==> src/rtl/rv32i_pkg.sv <==
// Types and constants shared by the RV32I pipeline stages.
package rv32i_pkg;

   localparam logic [31:0] NOP_INSTR = 32'h0000_0013;   // addi x0, x0, 0

   // IF/ID pipeline entry; decode consumes the same layout.
   typedef struct packed {
      logic [31:0] pc;
      logic [31:0] pc_plus4;
      logic [31:0] instr;
      logic        misaligned;
      logic        fault;
   } if_id_t;

endpackage

==> src/rtl/fetch_stage.sv <==
// Instruction fetch: PC register, combinational imem address, IF/ID register
// with valid/ready handshake toward decode and redirect input from execute.
module fetch_stage
   import rv32i_pkg::*;
#(
   parameter int          IMEM_DEPTH = 8192,
   parameter logic [31:0] RESET_PC   = 32'h0000_0000,
   localparam int         AW         = $clog2(IMEM_DEPTH)
) (
   input  logic          clk_i,
   input  logic          rst_i,
   output logic [AW-1:0] imem_addr_o,
   input  logic [31:0]   imem_data_i,
   input  logic          redirect_valid_i,
   input  logic [31:0]   redirect_pc_i,
   input  logic          id_ready_i,
   output logic          if_valid_o,
   output logic [31:0]   if_pc_o,
   output logic [31:0]   if_pc_plus4_o,
   output logic [31:0]   if_instr_o,
   output logic          if_misaligned_o,
   output logic          if_fault_o
);

   localparam if_id_t ENTRY_RST = '{pc: 32'h0, pc_plus4: 32'h4, instr: NOP_INSTR,
                                    misaligned: 1'b0, fault: 1'b0};

   logic [31:0] pc_q, pc_d;
   if_id_t      ent_q, ent_d;
   logic        vld_q, vld_d;
   logic        load;
   logic        mis, flt;

   assign imem_addr_o = pc_q[AW-1:0];

   // Next-state: redirect flushes and retargets, otherwise load or hold.
   always_comb begin
      pc_d  = pc_q;
      ent_d = ent_q;
      vld_d = vld_q;
      load  = !vld_q || id_ready_i;
      mis   = |pc_q[1:0];
      flt   = (pc_q >> AW) != 32'd0;
      if (redirect_valid_i) begin
         pc_d  = redirect_pc_i;
         vld_d = 1'b0;
      end else if (load) begin
         ent_d.pc         = pc_q;
         ent_d.pc_plus4   = pc_q + 32'd4;
         ent_d.instr      = (mis || flt) ? NOP_INSTR : imem_data_i;
         ent_d.misaligned = mis;
         ent_d.fault      = flt;
         vld_d            = 1'b1;
         pc_d             = pc_q + 32'd4;
      end
   end

   // PC and IF/ID state, cleared asynchronously.
   always_ff @(posedge clk_i or posedge rst_i) begin
      if (rst_i) begin
         pc_q  <= RESET_PC;
         ent_q <= ENTRY_RST;
         vld_q <= 1'b0;
      end else begin
         pc_q  <= pc_d;
         ent_q <= ent_d;
         vld_q <= vld_d;
      end
   end

   assign if_valid_o      = vld_q;
   assign if_pc_o         = ent_q.pc;
   assign if_pc_plus4_o   = ent_q.pc_plus4;
   assign if_instr_o      = ent_q.instr;
   assign if_misaligned_o = ent_q.misaligned;
   assign if_fault_o      = ent_q.fault;

endmodule

==> config.mk <==
export PLATFORM = sky130hd
export DESIGN_NAME = fetch_stage
export DESIGN_NICKNAME = d
export VERILOG_FILES = /design/src/rtl/rv32i_pkg.sv /design/src/rtl/fetch_stage.sv
export SDC_FILE = /design/constraint.sdc
export NUM_CORES = 1
export LEC_CHECK = 0
export CAP_MARGIN = 15
export CORE_UTILIZATION = 30
export CTS_CLUSTER_SIZE = 10
export DETAILED_ROUTE_END_ITERATION = 10
export PLACE_DENSITY = 0.59
export SLEW_MARGIN = 5
export SYNTH_ARGS = -nofsm -noshare
export SYNTH_HDL_FRONTEND = slang
export SYNTH_SLANG_ARGS = --single-unit
==> constraint.sdc <==
create_clock -name clk_i -period 3.5 [get_ports clk_i]
set_input_delay 0.35 -clock clk_i [delete_from_list [all_inputs] [get_ports clk_i]]
set_output_delay 0.35 -clock clk_i [all_outputs]
set_load 0.02 [all_outputs]
After elaboration in Yosys (flattened, before gate mapping) --
Index checks and enable logic that the tools add are counted.
Cells by class: bitwise operators 1, div/mod/pow operators 0, $add $sub $neg 1, $mul 0, equality and inequality tests 0, reductions and logical operators 7, muxes and demuxes 5, $lt $le $gt $ge 0, shift operators 0
Operator list (number):
- two-way mux 32 bit | 3
- adder 32 x 3 -> 32 bit, second input constant | 1
- nonzero test 32 bit | 1
- logical OR 1 bit | 2
- two-way mux 1 bit | 2
- AND reduction 2 bit | 1
- nonzero test 2 bit | 1
- OR reduction 2 bit | 1
- zero test 1 bit | 1
- inverter 1 bit | 1
Storage, ports and cells: output and inout port bits 112, bits in writable memories 0, bits in latches 0, flip-flop bits (word level) 131, memories kept 0, input port bits 68, ROM bits 0, logic and storage cells 21

Logic depth before layout (Yosys ltp) --
Gate-level depths: netlist of run 1.
depth in word-level cells 4, gate-level depth with buffers 8, mapped depth without buffers 6

Worst setup path before layout of run 1 --
Ideal clock, no wire load.
path kind register to register, from register pc_q[2], to register pc_q[26], buffers on the path 0, data required time 3.369 ns, stages on the path, launching flop included 7, period minus slack after synthesis 2.039 ns, slack 1.461 ns, arrival 1.908 ns, path through dfrtp_1 -> ha_1 -> nand3_2 -> or4_4 -> or3_1 -> xor2_1 -> o21ai_1
Between the ends: cells in the longest elaborated chain, start to end 3
RTL lines:
- from (decl) | line fetch_stage.sv:28 | logic [31:0] pc_q, pc_d;
- from (signal assigned) | line fetch_stage.sv:65 | pc_q <= pc_d;
- adder 32 x 3 -> 32 bit | line fetch_stage.sv:54 | pc_d = pc_q + 32'd4;
- two-way mux 32 bit | line fetch_stage.sv:47 | end else if (load) begin
- two-way mux 32 bit | line fetch_stage.sv:44 | if (redirect_valid_i) begin
Every way passes these cells. The select of a mux whose other input is x is not followed. A chain may end at the register's enable or synchronous reset.

Final worst setup path of run 1 --
from register pc_q[2], to register pc_q[20]
The elaborated chain is that of the path after synthesis.

==> flow_summary.toml, run 1 <==
[status]
status = "complete, no violations"

[sta]
rsz0062_at_grt = "false"
period_minus_slack_ns = 2.51
finalCritPeriodShare = 0.718
holdWs_ns = 0.400
hold_viol = 0
setup_viol = 0
tightest_slew_ns = 1.07
slew_violations = 0
fin_skew_ns = 0.0131
max_freq_ghz = 0.398
finalSetupTns_ns = 0
relSlewSlack = 0.280

[floorplan]
die_h_um = 143
pin_count = 180
die-area_sq_um = 20400
core_sq_um = 19500
core.rowCount = 51
initial_core_util = 0.306
die_w_um = 143

[detailed_routing]
drc = 0
routedWlPerCell_um = 16.7
drt_iter0_drc = 234
drt-pass1-iter-count = 5
num_vias = 4873
ant_nets = 0
wl_um = 17500
via_per_inst = 4.67

[setup_path]
cp-end-kind = "flop"
cp.arrival_ns = 2.84
required_ns = 3.83
start_kind = "flop"
rr_endpoint = "pc_q[20]$_DFFE_PP0N_"
critPathCapture = "pc_q[20]$_DFFE_PP0N_"
reg2reg_slack_ns = 0.99
cp_max_fo = 9
crit_start = "pc_q[2]$_DFFE_PP0N_"
rr_worst_depth = 6
r2r-start = "pc_q[2]$_DFFE_PP0N_"
critPathKind = "reg2reg"

[layout]
nFillCells = 1931
nNetsFinal = 835
layout-drive-gt1-share = 0.0732
seqCellArea_sq_um = 3230
antenna_cells = 0
multi_input_area_sq_um = 2370
area_growth_pct = 41.7

[pwr]
max-vdd-ir-drop_mv = 0.280
power_mw = 4.43
p_per_area_nw_per_um2 = 525
p_leak_nw = 3.53

[place]
portBuffers = 179
post-dp-hpwl_um = 11900
gp_congestion = 0.787

[clock_tree]
htree_num_levels = 4
cts_buffers = 17
clock-sinks = 129
cts.clk_slew.worst_paths_ns = 0.06
clock_latency_ns = 0.42
cts-root-buf = "clkbuf_16"
post_cts_buffers = 0
cts_tree = "yes"
holdBufCountCts = 0
clockBufferDepth = 2
ctsResizeCount = 0

[logic_synthesis]
synth_flop_cell = "dfrtp_1"
synth_top_area_frac = 0.525
ys_top_cells_by_count = "nand2_1 (176), dfrtp_1 (125), o21ai_0 (59)"
synth_edf_count = 0
ys.warnings.count = 0
syn_area_sq_um = 5950
synth-compound-area-share = 0.0988
asyncSetResetFlopFracSynth = 1.00
synthCells = 626
syn_nets = 695
netlist-cell-type-count = 40
synth-simple-area-share = 0.206
synth_seq_cells = 129
synth_area_leader_cell = "dfrtp_1"
synth_top_family_by_area = "simple AND/OR/NAND/NOR gates"
yosysMostFrequentCell = "nand2_1"
synthTopCellsByArea = "dfrtp_1 (53%), nand2_1 (11%), o21ai_0 (5.0%), xor2_1 (4.4%), a22o_1 (4.3%)"
synth_fa_ha_area_frac = 0.00210
avgSynthCellArea_sq_um = 9.51
ys_seq_area_frac = 0.543
synth_mux_area_frac = 0.00546
synth_xor_area_frac = 0.0824

[grt]
overflow = 0
antenna_found_initial = 0
grt_pass1_vias = 4892
grt.total_usage = 0.180
grt_pass1_wl_um = 27400
grt_max_degree = 130

[flow_run]
maxCapViolCount = 0

[worst_hold_path]
hold_path.class = "in2reg"
==> worst min path at each step <==
stage	startpoint	endpoint	slack, ns	cells after the start
2_1_floorplan	imem_data_i[0]	if_instr_o[0]$_DFFE_PP1P_	0.44	2
3_3_place_gp	if_pc_o[12]$_DFFE_PP0P_	if_pc_o[12]$_DFFE_PP0P_	0.46	2
3_5_place_dp	if_pc_o[15]$_DFFE_PP0P_	if_pc_o[15]$_DFFE_PP0P_	0.46	2
4_1_cts	redirect_valid_i	pc_q[26]$_DFFE_PP0N_	0.39	3
5_1_grt	imem_data_i[0]	if_instr_o[0]$_DFFE_PP1P_	0.43	3
6_report	redirect_valid_i	pc_q[26]$_DFFE_PP0N_	0.40	3
==> layer usage <==
| metal | GRT usage | part of all wire | up-vias |
|---|---|---|---|
| met4 | 0.0470 | 0.011 | 0 |
| met1 | 0.238 | 0.46 | 2314 |
| li1 | - | - | 2365 |
| met3 | 0.0614 | 0.080 | 16 |
| met5 | 0 | 0 | - |
| met2 | 0.279 | 0.45 | 178 |
==> cells by family (layout without fill, tap and decap cells) <==
logic type,after synthesis,count (layout)
XOR/XNOR,56,56
buffers and inverters,73,226
multiplexers,3,3
flip-flops,129,129
adder cells (fa/ha/maj),1,1
AND/OR/NAND/NOR,269,269
AO/OA/AOI/OAI,95,95
==> metrics by stage <==
step           area, sq um  setup WS (ns)  instances   util
3_5_place_dp          7830           1.01       1012  0.403
6_report              8440          0.987       1044  0.434
3_3_place_gp          7830           1.03       1012  0.403
2_1_floorplan         5960           1.46        626      -
4_1_cts               8440           1.01       1044  0.434
5_1_grt               8440          0.779       1044  0.434
==> power breakdown <==
part | internal (mW) | switching [mW]
clock | 1.17 | 0.658
combinational | 0.386 | 0.433
sequential | 1.64 | 0.149
==> cells in the final DEF (no fill, tap or decap), drive strengths merged, types with 2 or more instances in the layout <==
cell type,synthesis,final
or4,2,2
bufinv,0,3
xor2,30,30
xnor2,26,26
clkdlybuf4s50,0,178
mux2,2,2
dfrtp,125,125
clkbuf,34,21
nor2,20,20
inv,7,6
buf,32,9
a22o,29,29
nor4,13,13
nor3,9,9
or3,3,3
a21oi,3,3
clkinv,0,6
dfstp,4,4
clkinvlp,0,3
and4,5,5
o21ai,61,61
nand2,176,176
nand3,19,19
nand4,14,14
and2,3,3
==> critical path, stage by stage (launching register included) <==
cell and delay [ns]:
dfrtp_1 0.46, ha_1 0.27, nand3_2 0.19, nor4_2 0.97, nand4_1 0.21, xor2_1 0.18
o21ai_0 0.16
==> state kept, by name (all words and copies together), names as in the netlist <==
name             cells
if_instr_o          32
if_pc_o             32
pc_q                32
if_pc_plus4_o       30
if_fault_o           1
if_misaligned_o      1
if_valid_o           1
==> layout make-up <==
type / instances / share of cell area
multi-input cells: 424 / 0.281
clock inverters: 11 / 0.0160
clock buffers: 21 / 0.0557
repair buffers: 187 / 0.222
flip-flops and latches: 129 / 0.383
well taps: 265 / 0.0393
inverters: 7 / 0.00356
Note: power is estimated with default switching activity, not from simulation.
==> run 2: changes to the inputs <==
- clock period: 3.5 -> 2.3 ns (I/O delays scaled with it)
==> flow_summary.toml, run 2 (synthesized netlist as in run 1, its figures left out) <==
[status]
status = "complete, no violations"

[clock_tree]
post_cts_buffers = 0
cts-root-buf = "clkbuf_16"
ctsResizeCount = 0
cts_tree = "yes"
clock_latency_ns = 0.43
clock-sinks = 129
clockBufferDepth = 2
htree_num_levels = 4
holdBufCountCts = 0
cts_buffers = 17
cts.clk_slew.worst_paths_ns = 0.06

[sta]
period_minus_slack_ns = 2.07
holdWs_ns = 0.0986
relSlewSlack = 0.326
fin_skew_ns = 0.0232
setup_viol = 0
tightest_slew_ns = 1.01
slew_violations = 0
hold_viol = 0
finalCritPeriodShare = 0.898
max_freq_ghz = 0.484
finalSetupTns_ns = 0
rsz0062_at_grt = "false"

[floorplan]
die_h_um = 143
core_sq_um = 19500
initial_core_util = 0.306
die-area_sq_um = 20400
pin_count = 180
core.rowCount = 51
die_w_um = 143

[setup_path]
cp.arrival_ns = 2.36
rr_endpoint = "pc_q[26]$_DFFE_PP0N_"
r2r-start = "pc_q[3]$_DFFE_PP0N_"
cp-end-kind = "flop"
rr_worst_depth = 6
cp_max_fo = 5
reg2reg_slack_ns = 0.23
required_ns = 2.59
critPathKind = "reg2reg"
start_kind = "flop"

[detailed_routing]
via_per_inst = 4.54
ant_nets = 0
routedWlPerCell_um = 16.1
drt_iter0_drc = 225
topRoutingLayerUsed = "met5"
drt-pass1-iter-count = 4
wl_um = 17200
wl_met1_um = 8090
drc = 0
wl_met2_um = 7700
dr_wl_met3_um = 1200
num_vias = 4846

[grt]
grt.total_usage = 0.174
grt_pass1_wl_um = 26600
antenna_found_initial = 1
grt_pass1_vias = 4834
overflow = 0
grt_max_degree = 123

[worst_hold_path]
hold_path.class = "in2async"

[layout]
final_common_cell = "clkdlybuf4s50_1"
layout-drive-gt1-share = 0.0959
nFillCells = 1925
layout_common_cells = "clkdlybuf4s50_1 (178), nand2_1 (175), dfrtp_1 (125), o21ai_0 (59), xor2_1 (30)"
nNetsFinal = 859
postLayoutCellArea_sq_um = 8610
area_growth_pct = 44.6
antenna_cells = 0

[pwr]
power_mw = 6.59
p_leak_nw = 3.63
max-vdd-ir-drop_mv = 0.426
p_per_area_nw_per_um2 = 766

[place]
portBuffers = 179
gp_congestion = 0.837
dpl_cell_area_sq_um = 8050
post-dp-hpwl_um = 11900

[flow_run]
maxCapViolCount = 0
==> run 2: cell types whose count changed in the layout (fill, tap and decap cells not counted) <==
cell        change
clkbuf_8        +1
clkbuf_1        +4
buf_12          +3
clkinv_2        -2
clkinvlp_4      -1
buf_4          +21
bufinv_16       -2
==> run 2: power by group <==
part	total, mW	switching, mW	internal, mW
Clock	2.57	0.980	1.59
Sequential	2.67	0.182	2.49
Combinational	1.34	0.714	0.631
Total	6.59	1.88	4.72
==> run 2: layer usage <==
metal | vias to the layer above | GRT usage
li1 | 2405 | -
met1 | 2263 | 0.233
met2 | 161 | 0.268
met3 | 15 | 0.0486
met4 | 2 | 0.0640
met5 | - | 0
==> run 2: worst max path at each step <==
stage | startpoint | endpoint | slack, ns | cells past startpoint
finish | pc_q[3]$_DFFE_PP0N_ | pc_q[26]$_DFFE_PP0N_ | 0.23 | 6
global route | pc_q[2]$_DFFE_PP0N_ | pc_q[26]$_DFFE_PP0N_ | 0.12 | 6
CTS | pc_q[2]$_DFFE_PP0N_ | pc_q[26]$_DFFE_PP0N_ | 0.22 | 6
detailed placement | id_ready_i | pc_q[31]$_DFFE_PP0N_ | 0.06 | 7
global placement | id_ready_i | pc_q[31]$_DFFE_PP0N_ | 0.09 | 7
floorplan | pc_q[2]$_DFFE_PP0N_ | pc_q[26]$_DFFE_PP0N_ | 0.26 | 6
==> run 2: worst max-delay path, cell delays in order, from the launching register on <==
cell     delay (ns)
dfrtp_1        0.34
ha_1           0.22
nand3_2        0.16
or4_4          0.62
or3_1          0.38
xor2_1         0.14
o21ai_1        0.07
==> run 2: cell type report <==
class | instances | area [sq um] | share of cell area
inverters | 7 | 30.0 | 0.00349
multi-input cells | 424 | 2370 | 0.275
clock buffers | 26 | 499 | 0.0580
repair buffers | 211 | 2090 | 0.243
clock inverters | 6 | 57.6 | 0.00669
flip-flops and latches | 129 | 3230 | 0.376
well taps | 265 | 332 | 0.0385
==> run 2: stage by stage <==
| stage | instances | util | setup WS, ns |
|---|---|---|---|
| detailed placement | 1036 | 0.414 | 0.0588 |
| CTS | 1068 | 0.442 | 0.221 |
| global placement | 1036 | 0.414 | 0.0920 |
| global route | 1068 | 0.442 | 0.115 |
| floorplan | 626 | - | 0.261 |
| finish | 1068 | 0.442 | 0.233 |
==> run 3: changes to the inputs <==
--- a/config.mk
+++ b/config.mk
@@ -6,5 +6,5 @@
 export NUM_CORES = 1
 export LEC_CHECK = 0
-export CAP_MARGIN = 15
+export CAP_MARGIN = 25
 export CORE_UTILIZATION = 30
 export CTS_CLUSTER_SIZE = 10
==> constraint.sdc (replaced) <==
create_clock -name clk_i -period 1.8 [get_ports clk_i]
set_input_delay 0.18 -clock clk_i [delete_from_list [all_inputs] [get_ports clk_i]]
set_output_delay 0.18 -clock clk_i [all_outputs]
set_load 0.05 [all_outputs]
==> flow_summary.toml, run 3 (synthesized netlist as in run 1, its figures left out) <==
[place]
dpl_cell_area_sq_um = 8310
dp_cells = 1075
gp_congestion = 0.811
portBuffers = 179
post-dp-hpwl_um = 12400
post-place-ws_ns = -0.240

[floorplan]
die_w_um = 143
die_h_um = 143
core.rowCount = 51
die-area_sq_um = 20400
pin_count = 180
initial_core_util = 0.306
core_sq_um = 19500

[setup_path]
required_ns = 2.15
start_kind = "flop"
cp.arrival_ns = 2.27
reg2reg_slack_ns = -0.12
critPathKind = "reg2reg"
cp_max_fo = 16
max_stage_delay_ns = 0.55
cp_cell_sequence = "or4_4 > nor4_4 > and4_4 > and2_4 > buf_12 > a22o_1"
worst_path_max_delay_cell = "or4_4"
cp-end-kind = "flop"

[sta]
setup_ws_ns = -0.121
fin_skew_ns = 0.0103
finalSetupTns_ns = -3.30
finalCritPeriodShare = 1.07
period_minus_slack_ns = 1.92
setup_viol = 36
rsz0062_at_grt = "true"
max_freq_ghz = 0.520
relSlewSlack = 0.598
slew_violations = 0
hold_viol = 0
holdWs_ns = 0.161
tightest_slew_ns = 0.602

[detailed_routing]
routedWlPerCell_um = 16.0
drt-pass1-iter-count = 5
num_vias = 5136
drc = 0
via_per_inst = 4.58
drt_iter0_drc = 170
ant_nets = 0
wl_um = 17900

[layout]
area_growth_pct = 56.4
multi_input_area_sq_um = 2560
final_core_util = 0.479
seqCellArea_sq_um = 3240
nNetsFinal = 912
postLayoutCellArea_sq_um = 9320
layout_common_cells = "nand2_1 (174), dfrtp_1 (122), buf_4 (107), clkdlybuf4s50_1 (101), o21ai_0 (41)"
antenna_cells = 0
layout-drive-gt1-share = 0.228
nFillCells = 1821
final_common_cell = "nand2_1"
final_cells = 1121

[clock_tree]
clockBufferDepth = 2
cts.clk_slew.worst_paths_ns = 0.06
holdBufCountCts = 0
clock-sinks = 129
htree_num_levels = 4
cts_buffers = 17
cts_tree = "yes"
cts-root-buf = "clkbuf_16"
clock_latency_ns = 0.42

[grt]
grt_max_degree = 70
grt_pass1_wl_um = 27300
overflow = 0
grt_pass1_vias = 5098
antenna_found_initial = 1
grt.total_usage = 0.178

[pwr]
p_leak_nw = 4.52
p_per_area_nw_per_um2 = 1020
power_mw = 9.48
max-vdd-ir-drop_mv = 0.543

[status]
violations = "negative setup slack"
status = "finished with violations"

[flow_run]
maxCapViolCount = 0

[worst_hold_path]
hold_path.class = "in2reg"
==> run 3: power by group <==
group          switching [mW]  leakage (nW)  internal, mW  total [mW]
Sequential              0.205          1.63          3.19        3.39
Clock                    1.33         0.303          2.36        3.68
Combinational            1.56          2.59         0.844        2.41
Total                    3.10          4.52          6.38        9.48
==> run 3: final timing paths <==
| path | from | to | cells past startpoint |
|---|---|---|---|
| worst max-delay path | pc_q[13]$_DFFE_PP0N_ | if_instr_o[25]$_DFFE_PP0P_ | 6 |
| worst min-delay path | redirect_valid_i | if_valid_o$_DFFE_PP0N_ | 2 |
| worst max register to register | pc_q[13]$_DFFE_PP0N_ | if_instr_o[25]$_DFFE_PP0P_ | 6 |
| worst min register to register | if_pc_o[24]$_DFFE_PP0P_ | if_pc_o[24]$_DFFE_PP0P_ | 2 |
| max in group asynchronous | rst_i | if_instr_o[0]$_DFFE_PP1P_ | 3 |
| min in group asynchronous | rst_i | if_pc_plus4_o[5]$_DFFE_PP0P_ | 3 |
==> run 3: timing repair <==
action / in CTS / in global routing
resized for setup: 17 / 75
pin swaps: 2 / 14
endpoints found under the setup margin: 57 / 114
gates cloned: 2 / 2
buffers inserted: 1 / 9
==> run 3: area by class of cell <==
class	count	area share
Sequential cell	129	0.347
Multi-Input combinational cell	425	0.274
Clock inverter	13	0.0199
Inverter	7	0.00322
Tap cell	265	0.0356
Clock buffer	19	0.0475
Timing Repair Buffer	263	0.272
==> run 3: worst max-delay path: cells and delay by family, from the launching register on <==
kind / cells / cell delay [ns]
simple gates: 4 / 1.16
flops: 1 / 0.39
buf+inv: 1 / 0.16
compound gates: 1 / 0.15
==> run 3: per-layer routing <==
| metal | GRT usage | up-vias | routed length (um) |
|---|---|---|---|
| met3 | 0.0490 | 30 | 1140 |
| met5 | 0 | - | 13 |
| met1 | 0.229 | 2384 | 8190 |
| met2 | 0.285 | 187 | 8200 |
| met4 | 0.0696 | 2 | 359 |
| li1 | - | 2533 | - |
